$ cat src/rtl/jt51_phrom_arb.sv
// jt51_phrom_arb
// Round-robin arbiter that shares one registered phase/sine ROM among NREQ
// requesters. It issues at most one read per clock and tracks each read
// through a two-stage pipeline:
//   - s1: the address is being presented to the ROM.
//   - s2: the ROM word is valid on rom_ph_i.
// Each word is returned with a one-cycle done strobe and a requester ID.
//
// Ports
//   clk_i       system clock, rising edge
//   rst_n_i     synchronous reset, active low
//   req_i       per-requester read request (level), held until done
//   addr_i      per-requester address, requester i at [i*AW +: AW]
//   done_o      one-cycle pulse to the requester whose word is on rd_data_o
//   rd_valid_o  OR of done_o
//   rd_id_o     requester index for rd_data_o (0 when invalid)
//   rd_data_o   ROM word while rd_valid_o is high, else 0
//   rom_addr_o  registered address driven to the ROM
//   rom_ph_i    registered ROM data (1-clock read latency)
//   idle_o      no request pending and pipeline empty
//
// Parameters: NREQ (2..8), AW, DW, IDW (must equal clog2(NREQ)).
//
// Optional macro JT51_PHROM_ARB_PRIO_EN:
//   Requester 0 gets strict priority whenever it is eligible, and that grant
//   leaves the round-robin pointer untouched. The remaining requesters
//   rotate as usual. Without the macro, all requesters are round-robin.

module jt51_phrom_arb #(
  parameter int NREQ = 4,
  parameter int AW   = 5,
  parameter int DW   = 46,
  parameter int IDW  = 2
) (
  input  logic                 clk_i,
  input  logic                 rst_n_i,
  input  logic [NREQ-1:0]      req_i,
  input  logic [NREQ*AW-1:0]   addr_i,
  output logic [NREQ-1:0]      done_o,
  output logic                 rd_valid_o,
  output logic [IDW-1:0]       rd_id_o,
  output logic [DW-1:0]        rd_data_o,
  output logic [AW-1:0]        rom_addr_o,
  input  logic [DW-1:0]        rom_ph_i,
  output logic                 idle_o
);

  logic [AW-1:0]   rom_addr_q, rom_addr_d;
  logic            s1_v_q, s1_v_d;
  logic [IDW-1:0]  s1_id_q, s1_id_d;
  logic            s2_v_q, s2_v_d;
  logic [IDW-1:0]  s2_id_q, s2_id_d;
  logic [IDW-1:0]  ptr_q, ptr_d;

  logic [NREQ-1:0] elig;
  logic            grant_v;
  logic [IDW-1:0]  grant_id;
  logic [IDW-1:0]  scan_id;
  logic            rr_update;

  // A requester still in s1 or s2 is masked, so it can never be in flight
  // twice. The s2 mask also covers the edge on which done is sampled.
  always_comb begin
    elig = '0;
    for (int i = 0; i < NREQ; i++) begin
      elig[i] = req_i[i]
              & ~(s1_v_q & (s1_id_q == IDW'(i)))
              & ~(s2_v_q & (s2_id_q == IDW'(i)));
    end
  end

  // Scan starts one past the last round-robin winner and wraps modulo NREQ.
  always_comb begin
    grant_v   = 1'b0;
    grant_id  = '0;
    scan_id   = '0;
    rr_update = 1'b0;
`ifdef JT51_PHROM_ARB_PRIO_EN
    if (elig[0]) begin
      grant_v = 1'b1;
    end
`endif
    for (int k = 1; k <= NREQ; k++) begin
      scan_id = IDW'((int'(ptr_q) + k) % NREQ);
      if (!grant_v && elig[scan_id]) begin
        grant_v   = 1'b1;
        grant_id  = scan_id;
        rr_update = 1'b1;
      end
    end
  end

  always_comb begin
    rom_addr_d = grant_v ? addr_i[grant_id*AW +: AW] : rom_addr_q;
    s1_v_d     = grant_v;
    s1_id_d    = grant_v ? grant_id : s1_id_q;
    ptr_d      = rr_update ? grant_id : ptr_q;
    s2_v_d     = s1_v_q;
    s2_id_d    = s1_id_q;
  end

  always_ff @(posedge clk_i) begin
    if (!rst_n_i) begin
      rom_addr_q <= '0;
      s1_v_q     <= 1'b0;
      s1_id_q    <= '0;
      s2_v_q     <= 1'b0;
      s2_id_q    <= '0;
      ptr_q      <= IDW'(NREQ - 1);
    end else begin
      rom_addr_q <= rom_addr_d;
      s1_v_q     <= s1_v_d;
      s1_id_q    <= s1_id_d;
      s2_v_q     <= s2_v_d;
      s2_id_q    <= s2_id_d;
      ptr_q      <= ptr_d;
    end
  end

  always_comb begin
    done_o = '0;
    if (s2_v_q) begin
      done_o[s2_id_q] = 1'b1;
    end
  end

  assign rd_valid_o = s2_v_q;
  assign rd_id_o    = s2_v_q ? s2_id_q : '0;
  assign rd_data_o  = s2_v_q ? rom_ph_i : '0;
  assign rom_addr_o = rom_addr_q;
  assign idle_o     = ~|req_i & ~s1_v_q & ~s2_v_q;

endmodule

$ cat config.mk
export PLATFORM = sky130hd
export DESIGN_NAME = jt51_phrom_arb
export DESIGN_NICKNAME = d
export VERILOG_FILES = /design/src/rtl/jt51_phrom_arb.sv
export SDC_FILE = /design/constraint.sdc
export NUM_CORES = 1
export LEC_CHECK = 0
export ABC_CLOCK_PERIOD_IN_PS = 4500
export BUFFER_PORTS_ARGS = -buffer_cell sky130_fd_sc_hd__buf_2
export CAP_MARGIN = 5
export CELL_PAD_IN_SITES_DETAIL_PLACEMENT = 1
export CELL_PAD_IN_SITES_GLOBAL_PLACEMENT = 2
export CORE_MARGIN = 2
export CORE_UTILIZATION = 16
export CTS_BUF_LIST = sky130_fd_sc_hd__clkbuf_4
export DETAILED_ROUTE_END_ITERATION = 10
export GPL_TIMING_DRIVEN = 0
export PLACE_DENSITY = 0.9
export SLEW_MARGIN = 10
export SYNTH_ARGS = -nofsm -noshare
export SYNTH_HDL_FRONTEND = slang
export SYNTH_SLANG_ARGS = --single-unit
$ cat constraint.sdc
create_clock -name clk_i -period 4.5 [get_ports clk_i]
set_input_delay 0.225 -clock clk_i [delete_from_list [all_inputs] [get_ports clk_i]]
set_output_delay 0.225 -clock clk_i [all_outputs]
set_load 0.02 [all_outputs]
======== Yosys cells after proc, flatten, opt, wreduce, memory -nomap -nowiden ========
Cells that the tools add are included.
operators by class
  add/sub/neg operators ................... 4
  $mul .................................... 1
  order comparisons ....................... 6
  eq/ne operators ......................... 6
  shift-type cells ........................ 1
  muxes and demuxes ....................... 21
  bitwise logic cells ..................... 28
  reduce and logical (&&, ||, !) cells .... 11
operators with widths
  operator             count
  $mux 46              1
  $shiftx 20x6->5      1
  $and 1x1->1          18
  $lt 2x3->1 const B   5
  $mux 2               5
  $not 1->1            10
  $mux 1               9
  $bmux 1 s2           4
  $eq 2x2->1 const B   4
  $mul 2x3->5 const B  1
  $add 2x1->2 const B  2
  $add 2x2->2 const B  2
  $eq 2x1->1 const B   2
  $logic_and 1x1->1    4
  $logic_not 1->1      4
  $logic_not 2->1      2
  $mux 4               1
  $reduce_or 4->1      1
  $demux 1 s2          1
  $ge 2x1->1 const B   1
storage, ports and cells
  bits in registers ....................... 13
  input bits .............................. 72

======== Depth between registers and ports, before layout ========
Gate-level depths: netlist (run 1).
  depth in word-level cells ............... 19
  gate-level depth with buffers ........... 7
  depth with buffers taken out ............ 6

======== Worst setup path after synthesis (run 1) ========
OpenSTA, ideal clock, no wires.
  kind .................................... reg-to-reg
  start point ............................. reg s2_v_q, in the netlist rd_valid_o
  end point ............................... reg rom_addr_q[1], in the netlist rom_addr_o[1]
  library setup time ...................... 0.133 ns
  data arrival time ....................... 1.997 ns
  setup slack ............................. 2.370 ns
  cell stages (with the launch flop) ...... 8
  period minus slack after synthesis ...... 2.130 ns
  cells stage by stage .................... dfxtp_1 > and3_1 > nand3b_4 > mux2i_1 > a221oi_2 > buf_6 > mux2i_1 > o221ai_1
between the ends
  longest elaborated chain between the ends .. 17
RTL lines
  item                          RTL line  text
  start: declaration            51        logic s2_v_q, s2_v_d;
  start signal: assignment      114       s2_v_q <= s2_v_d;
  $and 1x1->1                   68        & ~(s2_v_q & (s2_id_q == IDW'(i)));
  $not 1->1                     68
  $and 1x1->1                   68
  $bmux 1 s2                    85        if (!grant_v && elig[scan_id]) begin
  $mux 1 (not written as such)  85
  $mux 1                        85
  $logic_not 1->1               85
  $logic_and 1x1->1             85
  $mux 1                        85
  $logic_not 1->1               85
  $logic_and 1x1->1             85
  $mux 1                        85
  $logic_not 1->1               85
  $logic_and 1x1->1             85
  $mux 2                        85
  $mul 2x3->5                   94        rom_addr_d = grant_v ? addr_i[grant_id*AW +: AW] : rom_addr_q;
  $shiftx 20x6->5               94
  end signal: assignment        111       rom_addr_q <= rom_addr_d;
  end: declaration              48        logic [AW-1:0] rom_addr_q, rom_addr_d;
Several ways; a longest one is shown, not always the timed one. The select of a mux whose other input is x is not followed.
A chain may end at the register's enable or synchronous reset.

======== Final worst setup path (run 1) ========
  start point ............................. reg s2_v_q, in the netlist rd_valid_o
  end point ............................... reg rom_addr_q[4], in the netlist rom_addr_o[4]
Same word-level chain as after synthesis.

==> impl_results.md, run 1 <==
- Status: finished, violations left
- Failing checks: DRC
- Placed insts: 340
- Vias/cell: 4.27
- Max_cap viols: 0
- Post-route DRC: 15
- Fillers: 830
- Setup violations, final: 0
- Area Overhead vs Synth: 72.5%
- Post-route setup TNS: 0 ps
- DP HPWL: 3870 µm
- CP Capture Type: register
- Post-synthesis cell area: 0.00107 mm²
- Gate count after technology mapping: 133
- Post-synth EDFFs: 0
- Crit Reg-Reg Startpoint: rd_valid_o$_SDFF_PN0_
- TritonCTS Sinks: 13
- Max Buffers Root-to-Sink: 2
- Top cells by count, synth: and2_1 (50), dfxtp_1 (13), mux2i_1 (11)
- Post-CTS Resized: 0
- Cell taking the most area after synthesis: and2_1
- Clock skew: 1.41 ps
- Final net count: 340
- Initial Util: 0.167
- Fin crit period: 2160 ps
- Worst-Margin Slew: 539 ps
- Top cell type's share of synthesized area: 0.292
- Peak VDD IR: 0.125 mV
- Rel. slew slack: 0.637
- Primary FF master, synth: dfxtp_1
- Die height: 85.9 µm
- Beginning of the worst hold path: rst_n_i
- Vias in the first global route: 1,486
- Ys async rst share: 0
- DR iter-0 viols: 40
- Total GRT Usage: 0.116
- Clock root buffer: clkbuf_4
- Initial antenna violation count: 0
- Synth area leaders: and2_1 (29%), dfxtp_1 (24%), mux2i_1 (10%)
- Remaining antenna violation count after routing: 0
- Hold-fix buffers at CTS: 0
- WP data required: 4650 ps
- Worst Hold Endpoint: s1_id_q[0]$_SDFFE_PN0P_
- ANT cells: 0
- Via count: 1,468
- Num CTS Buffers: 3
- Die width: 85.9 µm
- Total grt overflow: 0
- Largest net degree at the start of global routing: 11
- First-pass GRT wire length: 6990 µm
- IO buf count: 130
- Final hold viol count: 0
- F_max: 462 MHz
- Synthesis Warnings: 0
- Iteration count of the initial detailed-routing pass: 9
- Hold Path Class: in -> reg
- Hold depth: 2
- Crit start category: register
- Detailed Route WL: 4390 µm
- Power, Total: 0.427 mW
- Post-CTS setup repair buffer count: 0
- Core Area: 0.00642 mm²
- CP max FO: 10
- Worst skew pair latency: 270 ps
- Average size of a mapped cell: 8.06 µm²
- Worst path arrival time: 2310 ps
- Pwr dens: 231 mW/mm²
- Unique masters post-synth: 25
- # rows: 29
- Gpl congestion: 0.716
- Crit Path Category: reg -> reg
- Area of the die: 0.00737 mm²
- IO Pins: 131
- H-tree level count: 1
- Reg clk slew, reported paths: 80 ps
- Leakage: 1.07 nW
- Mapped Nets: 205
- Routed WL per cell: 12.8 µm
- R2r setup slk: 2340 ps
- Top-count cell post-synth: and2_1
- Reg2reg path depth: 7
- Sequential fraction of the synthesis area: 0.243
- CTS tree: done
- Non-filler instance count after layout: 344
- Layout cells sized above 1: 0.532
- Crit Reg-Reg Endpoint: rom_addr_o[4]$_SDFFE_PN0P_
- Final period util: 0.481
- Slew Limit Fails: 0
- RSZ-0062 raised after global routing: false
- Flops & latches, synth: 13
-- stage by stage --
stage | instance area (µm²) | hold WS, ps | utilization | worst slack, ps
CTS | 1850 | 237 | 0.288 | 2270
global route | 1850 | 232 | 0.288 | 2110
detailed placement | 1820 | 476 | 0.283 | 2280
floorplan | 1070 | 373 | - | 2370
global placement | 1820 | 468 | 0.283 | 2300
finish | 1850 | 246 | 0.288 | 2340
-- cell families after synthesis --
family                 count (synthesis)  share of synthesized area
and+or+nand+nor                       85                      0.511
AOI/OAI and AO/OA                     12                     0.0945
DFF                                   13                      0.243
muxes                                 11                      0.103
buffers and inverters                 12                     0.0490
-- cell usage in the layout, fill, tap and decap left out, drive strengths merged --
cell type and count:
o22ai 1, nand3b 4, o221ai 6, nor2b 1, nor4b 1, clkbuf 11, a21oi 1, dfxtp 13
mux2i 11, nand3 9, inv 4, and3 2, nor3 4, a21boi 2, nand2 7, nor3b 3
a221oi 1, or3b 1, buf 131, o31ai 1, or4 1, and2 50, nor2 2
-- flip-flops by register name, summed over array words and instances (netlist names) --
signal and cells:
ptr_q 2, s1_v_q 1, rd_valid_o 1, s2_id_q 2
s1_id_q 2, rom_addr_o 5
-- power by group --
group          leakage (nW)  internal, mW  switching [mW]
sequential            0.108         0.133          0.0168
clock                0.0184        0.0403          0.0375
combinational         0.941        0.0899           0.110
-- worst max-delay path by stage --
stage / slack (ps) / start / to
after floorplan: 2370 / rd_valid_o$_SDFF_PN0_ / rom_addr_o[1]$_SDFFE_PN0P_
after global placement: 2300 / rd_valid_o$_SDFF_PN0_ / rom_addr_o[4]$_SDFFE_PN0P_
after detailed placement: 2280 / rd_valid_o$_SDFF_PN0_ / rom_addr_o[4]$_SDFFE_PN0P_
after CTS: 2270 / rd_valid_o$_SDFF_PN0_ / rom_addr_o[4]$_SDFFE_PN0P_
after global routing: 2110 / rd_valid_o$_SDFF_PN0_ / rom_addr_o[4]$_SDFFE_PN0P_
final: 2340 / rd_valid_o$_SDFF_PN0_ / rom_addr_o[4]$_SDFFE_PN0P_
-- metal layers --
| metal | track usage | part of all wire | vias to the layer above |
|---|---|---|---|
| met5 | 0 | 0 | - |
| met4 | 0.0130 | 0.0014 | 0 |
| met3 | 0.0375 | 0.12 | 2 |
| met2 | 0.223 | 0.49 | 86 |
| met1 | 0.127 | 0.39 | 655 |
| li1 | - | - | 725 |
-- critical path: stages, from the launching register on --
cell and delay, ps:
dfxtp_1 390, nor3b_4 190, nor3b_2 280, o22ai_1 140
a221oi_2 430, buf_6 230, mux2i_1 240, o221ai_1 140
-- final cells by class --
class | count | area [µm²] | area share
Buffer | 8 | 37.5 | 0.0203
Clock buffer | 4 | 30.0 | 0.0162
Inverter | 4 | 15.0 | 0.00812
Multi-Input combinational cell | 108 | 759 | 0.411
Sequential cell | 13 | 260 | 0.141
Tap cell | 77 | 96.3 | 0.0521
Timing Repair Buffer | 130 | 651 | 0.352
(Power assumes the default switching activity.)
==> inputs of run 2 (changes only) <==
--- a/config.mk
+++ b/config.mk
@@ -5,17 +5,17 @@
 export SDC_FILE = /design/constraint.sdc
 export NUM_CORES = 1
 export LEC_CHECK = 0
-export ABC_CLOCK_PERIOD_IN_PS = 4500
+export ABC_CLOCK_PERIOD_IN_PS = 1850
 export BUFFER_PORTS_ARGS = -buffer_cell sky130_fd_sc_hd__buf_2
 export CAP_MARGIN = 5
 export CELL_PAD_IN_SITES_DETAIL_PLACEMENT = 1
 export CELL_PAD_IN_SITES_GLOBAL_PLACEMENT = 2
 export CORE_MARGIN = 2
-export CORE_UTILIZATION = 16
+export CORE_UTILIZATION = 13
 export CTS_BUF_LIST = sky130_fd_sc_hd__clkbuf_4
 export DETAILED_ROUTE_END_ITERATION = 10
 export GPL_TIMING_DRIVEN = 0
-export PLACE_DENSITY = 0.9
+export PLACE_DENSITY = 0.79
 export SLEW_MARGIN = 10
 export SYNTH_ARGS = -nofsm -noshare
 export SYNTH_HDL_FRONTEND = slang
==> constraint.sdc (replaced) <==
create_clock -name clk_i -period 1.85 [get_ports clk_i]
set_input_delay 0.0925 -clock clk_i [delete_from_list [all_inputs] [get_ports clk_i]]
set_output_delay 0.0925 -clock clk_i [all_outputs]
set_load 0.02 [all_outputs]
==> run 2 against run 1 <==
Net effect: the run ends with setup timing left; register-to-register slack worse by 2400 ps; via count up 2.5%; total power rose to 2.7 times the previous value; routed wire length is 3.3% higher; die area up 22%; design area rose by 14%.
==> impl_results.md, run 2 (synthesized netlist as in run 1, its figures left out) <==
- Bufs and invs on worst path: 2
- CP Cell Sequence: nor3b_4, nor4b_2, o22ai_1, a221oi_2, buf_4, buf_8, mux2i_1, o221ai_2
- Hold-fix buffers at CTS: 0
- Peak VDD IR: 0.379 mV
- Placement Cell Area: 0.00186 mm²
- Setup violations, final: 5
- Total grt overflow: 0
- Total GRT Usage: 0.0900
- CP Capture Type: register
- IO Pins: 131
- DP HPWL: 3760 µm
- Worst skew pair latency: 270 ps
- Placed insts: 368
- CP max stage delay: 360 ps
- Largest net degree at the start of global routing: 11
- F_max: 524 MHz
- Final hold viol count: 0
- Reg clk slew, reported paths: 80 ps
- Crit Path Category: reg -> reg
- RSZ-0062 raised after global routing: true
- Setup WS post-layout: -59.6 ps
- Fin crit period: 1910 ps
- Max_cap viols: 0
- Status: finished, violations left
- Die width: 94.8 µm
- Area Overhead vs Synth: 95.8%
- DR iter-0 viols: 7
- Final period util: 1.03
- Rel. slew slack: 0.722
- Layout cells sized above 1: 0.650
- Pwr dens: 557 mW/mm²
- Hold Path Class: in -> reg
- Slew Limit Fails: 0
- Worst path arrival time: 2070 ps
- Fin area: 0.00210 mm²
- First-pass GRT wire length: 6490 µm
- Crit start category: register
- Remaining antenna violation count after routing: 0
- H-tree level count: 1
- Num CTS Buffers: 3
- Gpl congestion: 0.718
- CTS tree: done
- Max reg flops: 5
- Vias in the first global route: 1,410
- Post-route DRC: 0
- Commonest cells after routing, fill and taps aside: buf_2 (130), and2_1 (50), buf_4 (9), nand3_1 (8)
- Leakage: 1.14 nW
- Area of the die: 0.00899 mm²
- Failing checks: setup timing
- IO buf count: 130
- Most common cell after layout, fill and taps aside: buf_2
- Worst-Margin Slew: 418 ps
- Non-filler instance count after layout: 382
- Clock root buffer: clkbuf_4
- Critical path's top delay family: compound AO/OA/AOI/OAI gates
- # rows: 33
- Clock skew: 1.88 ps
- Detailed Route WL: 4540 µm
- Initial Util: 0.132
- Initial antenna violation count: 0
- ANT cells: 0
- Final net count: 350
- Iteration count of the initial detailed-routing pass: 2
- Vias/cell: 3.94
- Fillers: 1,019
- Via count: 1,504
- WP data required: 2010 ps
- CP max FO: 5
- Die height: 94.8 µm
- Routed WL per cell: 11.9 µm
- TritonCTS Sinks: 13
- Max Buffers Root-to-Sink: 2
- Core Area: 0.00809 mm²
- Dpl ws: -318 ps
- CP max stage cell: dfxtp_4
run 2: cell count changes in the layout (fill, tap and decap cells not counted), moves of 4 or more:
cell / delta
dfxtp_1: -7
buf_4: +9
mux2i_1: -5
mux2i_2: +5
dfxtp_2: +4
run 2: path summary, 6_finish.rpt:
check / start / end / slack (ps) / cells past startpoint
worst min-delay path: addr_i[15] / rom_addr_o[0]$_SDFFE_PN0P_ / 100 / 3
worst max register to register: rd_valid_o$_SDFF_PN0_ / rom_addr_o[3]$_SDFFE_PN0P_ / -60 / 8
worst min register to register: rom_addr_o[1]$_SDFFE_PN0P_ / rom_addr_o[1]$_SDFFE_PN0P_ / 500 / 2
worst max-delay path: rd_valid_o$_SDFF_PN0_ / rom_addr_o[3]$_SDFFE_PN0P_ / -60 / 8
run 2: worst reg2reg max path: cells and delay by family, from the launching register on:
family	cells	cell delay, ps
AO/OA/AOI/OAI	3	490
AND/OR/NAND/NOR	2	430
flip-flops	1	360
buffers and inverters	2	300
multiplexers	1	250
run 2: report_power, final:
part	switching [mW]	total [mW]	internal, mW
clock network	0.0944	0.193	0.0982
registers	0.0411	0.365	0.324
logic	0.312	0.611	0.299
total	0.448	1.17	0.721
run 2: what timing repair did:
item                                    in CTS  in global routing
gates resized for setup                      9                 32
pin swaps                                    5                  6
endpoints found under the hold margin        0                  0
setup buffers                                6                  4
gates cloned                                 1                  0
endpoints found under the setup margin      10                 30
run 2: per-stage QoR:
stage | power (mW) | hold WS (ps) | util | setup TNS (ps)
2_1_floorplan | 0.666 | 241 | - | -226
3_3_place_gp | 0.853 | 389 | 0.230 | -1640
3_5_place_dp | 0.862 | 391 | 0.230 | -1950
4_1_cts | 1.10 | 95.7 | 0.242 | -780
5_1_grt | 1.26 | 92.1 | 0.259 | -656
6_report | 1.17 | 103 | 0.259 | -225
run 2: final cells by class:
cell class	count	area (µm²)	share of cell area
Tap cell	105	131	0.0626
Inverter	4	15.0	0.00715
Multi-Input combinational cell	108	866	0.412
Timing Repair Buffer	140	733	0.349
Buffer	8	47.5	0.0226
Sequential cell	13	277	0.132
Clock buffer	4	30.0	0.0143
run 2: metal layers:
metal,global-route usage,part of all wire,routed length [µm]
met3,0.0263,0.13,592
met2,0.174,0.50,2260
met4,0.0121,0.0090,41
met1,0.0979,0.36,1650
met5,0,0,0
